`src/rtl/draw_sequencer.sv`:
```
// Runs up to N_ENG drawing engines in index order through a start/done handshake and muxes the
// active engine's pixel stream onto the VGA bus. Optional per-engine watchdog: SEQ_TIMEOUT_EN.
//
// state   | meaning
// IDLE    | waiting for start; latches en_mask on acceptance
// RUN     | eng_start[cur_idx] high, engine pixels forwarded
// RELEASE | start dropped, waiting for the engine's done to fall
// DONE    | sequence complete, done held until start falls
// ABORT   | start fell mid-run, waiting for the engine's done to fall
module draw_sequencer #(
    parameter int N_ENG          = 4,
    parameter int X_W            = 8,
    parameter int Y_W            = 7,
    parameter int C_W            = 3,
    parameter int TIMEOUT_CYCLES = 32768,
    localparam int IW            = (N_ENG > 1) ? $clog2(N_ENG) : 1
) (
    input  logic                 clk,
    input  logic                 rst_n,
    input  logic                 start,
    input  logic [N_ENG-1:0]     en_mask,
    input  logic [N_ENG-1:0]     eng_done,
    input  logic [N_ENG*X_W-1:0] eng_x,
    input  logic [N_ENG*Y_W-1:0] eng_y,
    input  logic [N_ENG*C_W-1:0] eng_colour,
    input  logic [N_ENG-1:0]     eng_plot,
    output logic [N_ENG-1:0]     eng_start,
    output logic [X_W-1:0]       vga_x,
    output logic [Y_W-1:0]       vga_y,
    output logic [C_W-1:0]       vga_colour,
    output logic                 vga_plot,
    output logic                 busy,
    output logic [IW-1:0]        cur_idx,
    output logic                 done,
    output logic                 timed_out
);

    typedef enum logic [2:0] {S_IDLE, S_RUN, S_RELEASE, S_DONE, S_ABORT} state_t;

    state_t           state;
    logic [N_ENG-1:0] mask_q;
    logic [IW-1:0]    first_idx;
    logic [IW-1:0]    nxt_idx;
    logic             nxt_found;
    logic             rel_go;

    function automatic logic [N_ENG-1:0] onehot(input logic [IW-1:0] idx);
        return N_ENG'(1) << idx;
    endfunction

    // Descending scans so the lowest qualifying index wins.
    always_comb begin
        first_idx = '0;
        nxt_idx   = '0;
        nxt_found = 1'b0;
        for (int i = N_ENG - 1; i >= 0; i--) begin
            if (en_mask[i]) first_idx = IW'(i);
            if (mask_q[i] && (i > int'(cur_idx))) begin
                nxt_idx   = IW'(i);
                nxt_found = 1'b1;
            end
        end
    end

    assign vga_x      = eng_x[int'(cur_idx)*X_W +: X_W];
    assign vga_y      = eng_y[int'(cur_idx)*Y_W +: Y_W];
    assign vga_colour = eng_colour[int'(cur_idx)*C_W +: C_W];
    assign vga_plot   = (state == S_RUN) && eng_plot[cur_idx];

`ifdef SEQ_TIMEOUT_EN
    localparam int CNT_W = (TIMEOUT_CYCLES > 2) ? $clog2(TIMEOUT_CYCLES) : 1;
    localparam logic [CNT_W-1:0] CNT_LAST = CNT_W'(TIMEOUT_CYCLES - 1);

    logic [CNT_W-1:0] tmo_cnt;
    logic             rel_bound;
    logic             timed_out_q;

    // After a timeout the engine may never drop done, so the release wait is bounded too.
    assign rel_go    = !eng_done[cur_idx] || (rel_bound && (tmo_cnt == CNT_LAST));
    assign timed_out = timed_out_q;
`else
    assign rel_go    = !eng_done[cur_idx];
    assign timed_out = 1'b0;
`endif

    always_ff @(posedge clk or negedge rst_n) begin
        if (!rst_n) begin
            state     <= S_IDLE;
            mask_q    <= '0;
            cur_idx   <= '0;
            eng_start <= '0;
            busy      <= 1'b0;
            done      <= 1'b0;
`ifdef SEQ_TIMEOUT_EN
            tmo_cnt     <= '0;
            rel_bound   <= 1'b0;
            timed_out_q <= 1'b0;
`endif
        end else begin
            case (state)
                S_IDLE: begin
                    if (start) begin
                        mask_q <= en_mask;
`ifdef SEQ_TIMEOUT_EN
                        timed_out_q <= 1'b0;
                        tmo_cnt     <= '0;
`endif
                        if (en_mask != '0) begin
                            cur_idx   <= first_idx;
                            eng_start <= onehot(first_idx);
                            busy      <= 1'b1;
                            state     <= S_RUN;
                        end else begin
                            state <= S_DONE;
                        end
                    end
                end
                S_RUN: begin
                    if (!start) begin
                        eng_start <= '0;
                        state     <= S_ABORT;
                    end else if (eng_done[cur_idx]) begin
                        eng_start <= '0;
                        state     <= S_RELEASE;
`ifdef SEQ_TIMEOUT_EN
                        tmo_cnt   <= '0;
                        rel_bound <= 1'b0;
                    end else if (tmo_cnt == CNT_LAST) begin
                        eng_start   <= '0;
                        state       <= S_RELEASE;
                        tmo_cnt     <= '0;
                        rel_bound   <= 1'b1;
                        timed_out_q <= 1'b1;
                    end else begin
                        tmo_cnt <= tmo_cnt + 1'b1;
`endif
                    end
                end
                S_RELEASE: begin
`ifdef SEQ_TIMEOUT_EN
                    tmo_cnt <= tmo_cnt + 1'b1;
`endif
                    if (rel_go) begin
                        if (!start) begin
                            busy  <= 1'b0;
                            state <= S_IDLE;
                        end else if (nxt_found) begin
                            cur_idx   <= nxt_idx;
                            eng_start <= onehot(nxt_idx);
                            state     <= S_RUN;
`ifdef SEQ_TIMEOUT_EN
                            tmo_cnt <= '0;
`endif
                        end else begin
                            busy  <= 1'b0;
                            state <= S_DONE;
                        end
                    end
                end
                S_DONE: begin
                    if (!start) begin
                        done  <= 1'b0;
                        state <= S_IDLE;
                    end else begin
                        done <= 1'b1;
                    end
                end
                S_ABORT: begin
                    if (!eng_done[cur_idx]) begin
                        busy  <= 1'b0;
                        state <= S_IDLE;
                    end
                end
                default: state <= S_IDLE;
            endcase
        end
    end

endmodule
```
`config.mk`:
```
export PLATFORM = sky130hd
export DESIGN_NAME = draw_sequencer
export DESIGN_NICKNAME = d
export VERILOG_FILES = /design/src/rtl/draw_sequencer.sv
export SDC_FILE = /design/constraint.sdc
export NUM_CORES = 1
export LEC_CHECK = 0
export CORE_UTILIZATION = 33
export CTS_CLUSTER_DIAMETER = 50
export CTS_CLUSTER_SIZE = 14
export DETAILED_ROUTE_END_ITERATION = 16
export GPL_TIMING_DRIVEN = 0
export PLACE_DENSITY_LB_ADDON = 0.15
export RECOVER_POWER = 50
export SLEW_MARGIN = 25
export SYNTH_ARGS = -nofsm -noshare
export SYNTH_HDL_FRONTEND = slang
export SYNTH_SLANG_ARGS = --single-unit
```
`constraint.sdc`:
```
create_clock -name clk -period 2.58 [get_ports clk]
set_input_delay 0.774 -clock clk [delete_from_list [all_inputs] [get_ports clk]]
set_output_delay 0.774 -clock clk [all_outputs]
set_load 0.1 [all_outputs]
```
==> metrics.yaml <==
layout:
  diodes: 0
  drive_gt1_frac: 0.317
  syn_to_final_growth_pct: 109
  nets: 331
routing:
  dr_wl_met2_mm: 2.47
  topRoutingLayerUsed: "met4"
  drc: 0
  drt.antenna.violating_nets: 0
  drt_wl_total_mm: 4.90
  viasPerCell: 5.33
  drt_iter0_markers: 46
  drt-met1-wl_mm: 1.75
  wl_per_cell_um: 16.7
  via_count: 1563
  wl_met3_um: 509
  dr.pass1.iters: 4
die:
  ioPinCount: 115
  die_x_um: 67.1
  start_util: 0.348
  fp.dieH_um: 67.1
  die_area_um2: 4510
  rows: 23
  core_um2: 4030
timing:
  finalHoldViolations: 0
  slew_violations: 0
  setup_violations: 0
  hold-worst-slack_ps: 509
  setup_tns_ps: 0
  slew_headroom: 0.342
  tightestPinTransition_ps: 986
  fin_crit_sh: 0.994
  grt_setup_unrepaired: "yes"
  fin_crit_ps: 2560
  fin_skew_ps: 1.90
  max_freq_mhz: 390
placement:
  dp_hpwl_mm: 3.82
  gp_congestion: 0.777
  portBuffers: 113
setup_path:
  crit_top_cell: "buf_12"
  arrival_ps: 1790
  endpoint_kind: "output port"
  start_kind: "flip-flop"
  slowest_delay_ps: 480
  worstPathCellList: "buf_8, buf_12, clkbuf_16, mux4_2, buf_12"
  crit_family: "buffers and inverters"
  worstPathRequired_ps: 1810
  crit_slowest_cell: "dfrtp_4"
  timing.critical_path.buf_inv: 4
  critPathKind: "reg2out"
  cp_max_fo: 6
grt:
  grt_pass1_wl_mm: 7.18
  grt_pass1_vias: 1481
  grt_max_degree: 15
  overflow: 0
  grt_use_total: 0.215
  antenna_found_initial: 0
power:
  ir_drop_mv: 0.826
  power.leakage_uw: 0.00134
  power_density_nw_per_um2: 1370
clocking:
  clk_latency_ps: 250
  clockRootBuffer: "clkbuf_8"
  cts_buffers: 3
  clock-sinks: 14
  cts_tree: "done"
  path_clk_slew_ps: 60
  h-tree-depth: 1
  cts_hold_buf: 0
  clock_path_buffers: 2
synthesis:
  ys_types: 41
  syn_area_um2: 1400
  syn_avg_cell_area_um2: 11.7
  ys.flop_type: "dfrtp_1"
  ys_seq_area_frac: 0.250
  ys_async_sr_fraction: 1.00
  synth-edff-count: 0
  synth_top_area_frac: 0.306
  synth_top_cell_by_area: "mux4_2"
  synth_nets: 207
  ys_warn_count: 0
  synth-seq-cells: 14
  ys_top_cells_by_area: "mux4_2, dfrtp_1, mux2_2"
  postSynthCellCount: 120
run:
  drv_cap: 0
run_status:
  status: "finished clean"
worst_hold_path:
  min_path_type: "reg2reg"
cell usage in the layout, fill, tap and decap left out, types with 2 or more instances in the layout:
cell	instances
buf_12	22
clkdlybuf4s15_1	4
or2_2	4
buf_6	3
nor2_1	8
clkbuf_8	4
mux2_4	3
mux4_2	19
dfrtp_1	12
o22ai_1	3
nor2b_1	2
nand2b_1	6
a31oi_1	2
mux2_2	7
clkdlybuf4s50_1	15
mux2_1	2
nand2_1	6
dlygate4sd2_1	68
o21ai_0	4
a211oi_2	2
inv_1	3
nor3b_1	2
dlymetal6s2s_1	6
dfrtp_4	2
a21oi_1	4
clkbuf_1	3
buf_4	5
flip-flops by register name, indices dropped and copies added (netlist names):
register,count
cur_idx,2
eng_start,4
mask_q,3
done,1
busy,1
state,3
metrics by stage:
| stage | utilization | worst slack (ps) | cell area (um^2) | total power (uW) | std cells |
|---|---|---|---|---|---|
| after floorplan | - | -333 | 1430 | 2660 | 120 |
| after global placement | 0.650 | -988 | 2620 | 3270 | 283 |
| after detailed placement | 0.650 | -1010 | 2620 | 3290 | 283 |
| after CTS | 0.707 | -42.7 | 2850 | 3930 | 290 |
| after global routing | 0.725 | -29.7 | 2920 | 4170 | 293 |
| final | 0.725 | 16.7 | 2920 | 4000 | 293 |
worst paths after layout:
kind | depth (start not counted) | endpoint | slack [ps] | start
worst max register to register | 7 | cur_idx[0] | 300 | cur_idx[0]
worst max-delay path | 5 | vga_x[0] | 20 | cur_idx[0]
min in group asynchronous | 1 | busy | 990 | rst_n
max in group asynchronous | 1 | cur_idx[1] | 1110 | rst_n
worst min-delay path | 1 | eng_start[0] | 510 | eng_start[0]
worst min register to register | 1 | eng_start[0] | 510 | eng_start[0]
report_power, final:
group,switching [uW],total [uW],internal (uW)
Clock,79.6,215,135
Sequential,50.7,376,326
Combinational,2060,3410,1350
worst register-to-register path, cell delays in order, from the launching register on:
cell      delay (ps)
dfrtp_4          480
buf_8            140
buf_4            130
mux2_4           300
mux2_4           300
nand3b_4         160
a211oi_2         310
mux2_1           350
cells in the mapped netlist (all sizes together), types with 2 or more instances:
library cell,number
dfrtp,14
nand2,6
o22ai,3
nor2b,2
mux4,19
inv,3
nor3b,2
nor2,8
a21oi,4
buf,8
clkbuf,2
nand2b,6
mux2,12
or2,4
a31oi,2
o21ai,4
a211oi,3
timing repair:
action	4_1_cts	5_1_grt
pin swaps	0	0
buffers inserted	3	2
gates cloned	0	1
endpoints found under the setup margin	19	16
gates resized for setup	254	12
cells by family (layout without fill, tap and decap cells):
| kind of cell | after synthesis | count (layout) | share of synthesized area |
|---|---|---|---|
| buf+inv | 13 | 136 | 0.0456 |
| mux | 32 | 32 | 0.417 |
| other cells | 1 | 1 | 0.00268 |
| flops | 14 | 14 | 0.250 |
| compound gates | 26 | 26 | 0.138 |
| xor+xnor | 1 | 1 | 0.00626 |
| simple gates | 33 | 33 | 0.140 |
cell type report:
type	count	area, um^2
Tap cell	50	62.6
Clock buffer	4	55.1
Buffer	10	100
Multi-Input combinational cell	93	1000
Timing Repair Buffer	119	1330
Inverter	3	11.3
Sequential cell	14	358
Fill cell	307	1110
per-layer routing:
layer | up-vias | GRT usage
met3 | 17 | 0.0507
met5 | - | 0
met1 | 741 | 0.242
met2 | 83 | 0.384
li1 | 722 | -
met4 | 0 | 0.0957
Note: power is estimated with default switching activity, not from simulation.
